## config.mk

```make
export PLATFORM = sky130hd
export DESIGN_NAME = btn_conditioner
export DESIGN_NICKNAME = d
export VERILOG_FILES = /design/src/rtl/btn_conditioner.sv
export SDC_FILE = /design/constraint.sdc
export NUM_CORES = 1
export LEC_CHECK = 0
export BUFFER_PORTS_ARGS = -buffer_cell sky130_fd_sc_hd__buf_4
export CAP_MARGIN = 0
export CORE_UTILIZATION = 63
export DETAILED_ROUTE_END_ITERATION = 7
export GPL_ROUTABILITY_DRIVEN = 0
export HOLD_SLACK_MARGIN = 0.05
export PLACE_DENSITY_LB_ADDON = 0.12
export RECOVER_POWER = 50
export SETUP_SLACK_MARGIN = 0.2
export SLEW_MARGIN = 20
export SYNTH_ARGS = -nofsm -noshare
export SYNTH_HDL_FRONTEND = slang
export SYNTH_SLANG_ARGS = --single-unit
```

## constraint.sdc

```tcl
create_clock -name clk -period 5.75 [get_ports clk]
set_input_delay 1.4375 -clock clk [delete_from_list [all_inputs] [get_ports clk]]
set_output_delay 1.4375 -clock clk [all_outputs]
set_load 0.02 [all_outputs]
```

## src/rtl/btn_conditioner.sv

```systemverilog
// Four-button input conditioner: two-flop synchroniser, per-bit debouncer and a
// lockout arbiter that emits one single-cycle, one-hot press per physical touch.
module btn_conditioner #(
    parameter int DEBOUNCE_CYCLES = 500000
) (
    input  logic       clk,
    input  logic       rst,
    input  logic [3:0] btn_raw,
    output logic [3:0] btn_press,
    output logic [3:0] btn_held,
    output logic       locked
);

    localparam int            CW      = $clog2(DEBOUNCE_CYCLES);
    localparam logic [CW-1:0] CNT_MAX = CW'(DEBOUNCE_CYCLES - 1);

    typedef enum logic {
        ST_ARMED  = 1'b0,
        ST_LOCKED = 1'b1
    } state_t;

    logic [3:0]    s1_q, s2_q;
    logic [CW-1:0] cnt_q [4];
    logic [CW-1:0] cnt_d [4];
    logic [3:0]    held_q, held_d;
    logic [3:0]    press_q, press_d;
    logic [3:0]    rise;
    state_t        state_q, state_d;

    // NOTE: sequential state uses <= so every flop samples pre-edge values;
    // blocking here would let s2 see this cycle's s1 and collapse the synchroniser.
    // NOTE: the debounce counters are ordinary flops, not a RAM, so they are reset
    // with everything else; a stale count would otherwise shorten the first debounce.
    always_ff @(posedge clk or posedge rst) begin
        if (rst) begin
            s1_q    <= '0;
            s2_q    <= '0;
            held_q  <= '0;
            press_q <= '0;
            state_q <= ST_ARMED;
            for (int i = 0; i < 4; i++) cnt_q[i] <= '0;
        end else begin
            s1_q    <= btn_raw;
            s2_q    <= s1_q;
            held_q  <= held_d;
            press_q <= press_d;
            state_q <= state_d;
            for (int i = 0; i < 4; i++) cnt_q[i] <= cnt_d[i];
        end
    end

    // NOTE: every output of a combinational block gets a default first, so no
    // path leaves it unassigned and no latch is inferred.
    always_comb begin
        held_d = held_q;
        rise   = '0;
        for (int i = 0; i < 4; i++) begin
            cnt_d[i] = cnt_q[i];
            if (s2_q[i] == held_q[i]) begin
                cnt_d[i] = '0;
            end else if (cnt_q[i] == CNT_MAX) begin
                held_d[i] = s2_q[i];
                cnt_d[i]  = '0;
                rise[i]   = s2_q[i];
            end else begin
                cnt_d[i] = cnt_q[i] + 1'b1;
            end
        end
    end

    // Unlock only once the held vector about to be registered is empty, so a
    // release on one bit and a rise on another in the same cycle stays locked.
    always_comb begin
        state_d = state_q;
        case (state_q)
            ST_ARMED:  if (rise != 4'b0000)   state_d = ST_LOCKED;
            ST_LOCKED: if (held_d == 4'b0000) state_d = ST_ARMED;
            default:   state_d = ST_ARMED;
        endcase
    end

    always_comb begin
        press_d = 4'b0000;
        locked  = (state_q == ST_LOCKED);
        if (state_q == ST_ARMED) press_d = rise & (~rise + 4'd1);
    end

    assign btn_press = press_q;
    assign btn_held  = held_q;

endmodule

```

==> key figures <==
Global route
  • GRT Util Overall: 22.77%
  • GR Layer Usage met1: 31.56%
  • First-pass GRT wire length: 13050 um
  • GR Util met2: 36.51%
  • Vias in the first global route: 2864
  • Initial antenna violation count: 0
  • Pin count of the biggest net entering global routing: 55
  • GR Util met3: 4.961%
  • GRT overflow: 0
  • GRT busiest layer: met2

Logic synthesis
  • Number of enable flip-flop cells after synthesis: 0
  • Synth unique cells: 46
  • Mapped Area: 0.004359 mm2
  • Share of Yosys cell area claimed by the top area cell type: 53.39%
  • Most common flop cell mapped by yosys: dfrtp_1
  • Syn avg cell area: 10.38 um2
  • Seq cells post-synth: 93
  • Post-synth top area cell: dfrtp_1
  • Count leader, synth: dfrtp_1
  • Async SR Flop Fraction: 100.0%
  • Syn Nets: 430
  • Synth top area cells: dfrtp_1 (53%), xor2_1 (8.0%), nor2_1 (7.1%), xnor2_1 (5.2%), nand3_1 (2.9%)
  • Synthesized instance count: 420
  • Synth warnings: 0
  • Sequential share of the synthesized area: 53.39%
  • Synth top cells by count: dfrtp_1 (93), nor2_1 (83), xor2_1 (40)

Die
  • Die width: 85.18 um
  • Initial Utilization: 66.74%
  • Num rows: 29
  • Die ar.: 0.007256 mm2
  • Io pins: 15
  • Core Area: 0.006531 mm2
  • Die height: 85.18 um

STA
  • Fin crit period: 3.039 ns
  • RSZ-0062 raised after global routing: no
  • Fin. max-slew vios: 55
  • Upper clock frequency limit: 329.0 MHz
  • Worst slew margin: -53.92%
  • Hold slack: 0.3535 ns
  • Slew @ Worst Pin: 2.296 ns
  • Number of failing hold endpoints at the final stage: 0
  • Clk_skew: 0.007838 ns
  • Setup Total Neg Slack: 0 ns
  • Final Setup Violations: 0
  • Crit share post-route: 52.86%

Critical path
  • Critical Path Source: rst
  • CP Data Required Time: 6.22 ns
  • Crit-path max cell delay: 1.30 ns
  • Critical Path AT: 3.51 ns
  • R2r startpoint: cnt_q[12]$_DFF_PP0_
  • CP Cell Sequence: clkbuf_4 > clkinvlp_2 > buf_4
  • Crit path launch type: input port
  • CP max stage cell: clkinvlp_2
  • Crit Path Class: in -> async
  • Critical path endpoint category: asynchronous set/reset pin
  • Buf/Inv on CP: 3
  • CP Max Fanout: 54
  • Delay-heaviest family, CP: buffers and inverters

Cells and area
  • Fill count: 483
  • Design area: 0.004697 mm2
  • Synth-to-Final Area Change: 7.750%
  • Reg area: 0.002327 mm2
  • Diode count: 0
  • Share of cells above drive strength 1: 8.824%
  • Multi-input combinational cell area: 0.001937 mm2
  • Final design utilization: 71.92%
  • Fin nets: 447

Clock tree
  • Clock root cell: clkbuf_8
  • Clock Latency Late Sink: 0.35 ns
  • CTS Sinks: 93
  • Clock transition at path regs: 0.08 ns
  • Post-CTS Hold Fix Bufs: 0
  • Postcts setup bufs: 0
  • CTS Buffer Depth: 2
  • Resized cells post-CTS: 0
  • CTS buffer count: 9
  • CTS H-tree depth: 3
  • CTS tree: done

Placement
  • DP HPWL: 5122 um
  • Post-DP Area: 0.004523 mm2
  • I/O Buffers: 14

Pwr
  • Leakage: 2.056 nW
  • Peak VDD IR: 0.0001826 V
  • PwrDens: 241.0 mW/mm2

Routing
  • Drt wl/cell: 14.29 um
  • Routed WL: 7419 um
  • Via count: 3007
  • Number of DRC markers after the initial detailed-route iteration: 76
  • DR vias/cell: 5.794
  • First drt pass iteration count: 4
  • Routed Antenna Nets: 0
  • Drc violations: 0

Outcome
  • Failing checks: capacitance limit, slew limit
  • Status: finished with violations

Hold path
  • Tightest Hold Check Type: reg -> reg
  • Hold_sp: s1_q[3]$_DFF_PP0_

Job
  • Reported max-cap violation count: 1
==> per-stage QoR <==
stage / power [mW] / cells / setup slack (ns)
after floorplan: 0.7122 / 420 / 1.892
final: 1.132 / 519 / 2.711
after global placement: 0.7221 / 503 / 3.046
after detailed placement: 0.7237 / 503 / 3.022
after global routing: 1.176 / 519 / 2.261
after CTS: 1.147 / 519 / 3.081
==> final cells by class <==
class	instances	share of cell area (%)
clock buffers	12	3.090
clock inverters	4	1.012
inverters	7	0.5860
multi-input cells	310	41.24
flip-flops and latches	93	49.55
well taps	77	2.051
repair buffers	16	2.477
==> state kept, by name, indices dropped and copies added (netlist names) <==
signal     flops
btn_held       4
s1_q           4
locked         1
s2_q           4
btn_press      4
cnt_q         76
==> logic make-up (layout without fill, tap and decap cells) <==
family / after synthesis / after routing / share of synthesized area (%)
AND/OR/NAND/NOR: 219 / 219 / 26.75
flip-flops: 93 / 93 / 53.39
XOR/XNOR: 66 / 66 / 13.26
AO/OA/AOI/OAI: 18 / 18 / 2.841
buffers and inverters: 17 / 39 / 1.837
adder cells (fa/ha/maj): 4 / 4 / 1.148
multiplexers: 3 / 3 / 0.7749
==> worst register-to-register path: cells and delay by family (launching register included) <==
| kind | cells | cell delay (ns) |
|---|---|---|
| and+or+nand+nor | 3 | 1.29 |
| muxes | 1 | 0.37 |
| AOI/OAI and AO/OA | 1 | 0.42 |
| DFF | 1 | 0.45 |
==> final timing paths <==
path / end / slack, ns / cells past startpoint
worst max-delay path: s2_q[0]$_DFF_PP0_ / 2.71 / 3
worst min-delay path: s2_q[3]$_DFF_PP0_ / 0.35 / 0
worst max register to register: locked$_DFF_PP0_ / 3.09 / 5
worst min register to register: s2_q[3]$_DFF_PP0_ / 0.35 / 0
max in group clk: locked$_DFF_PP0_ / 3.09 / 5
min in group asynchronous: s1_q[3]$_DFF_PP0_ / 1.72 / 2
==> metal layers <==
metal	up-vias	part of all wire, %
met3	6	2.9
met2	35	48
li1	1486	-
met1	1480	48
met5	-	0
met4	0	0.98
==> power by group <==
| part | internal (mW) | switching [mW] |
|---|---|---|
| Clock | 0.212 | 0.211 |
| Sequential | 0.663 | 0.00869 |
| Combinational | 0.0105 | 0.0266 |
==> cells in the final DEF (no fill, tap or decap), types with 3 or more instances in the layout <==
cell       n
nor2_1    83
nor4bb_1   3
nand3_1   25
or4_1      3
and4_1    12
nor3_1     8
and3_1     7
clkbuf_8  10
nand4_1   18
nand2_1   25
inv_1      6
clkbuf_1   3
xor2_1    40
a21oi_1    5
ha_1       4
nor4_1     5
xnor2_1   26
o21ai_0    6
dfrtp_1   93
clkbuf_4   5
buf_4     10
nor2b_1    5
nand4b_1   3
or3_1      5
Power figures use the tool's default switching activity.
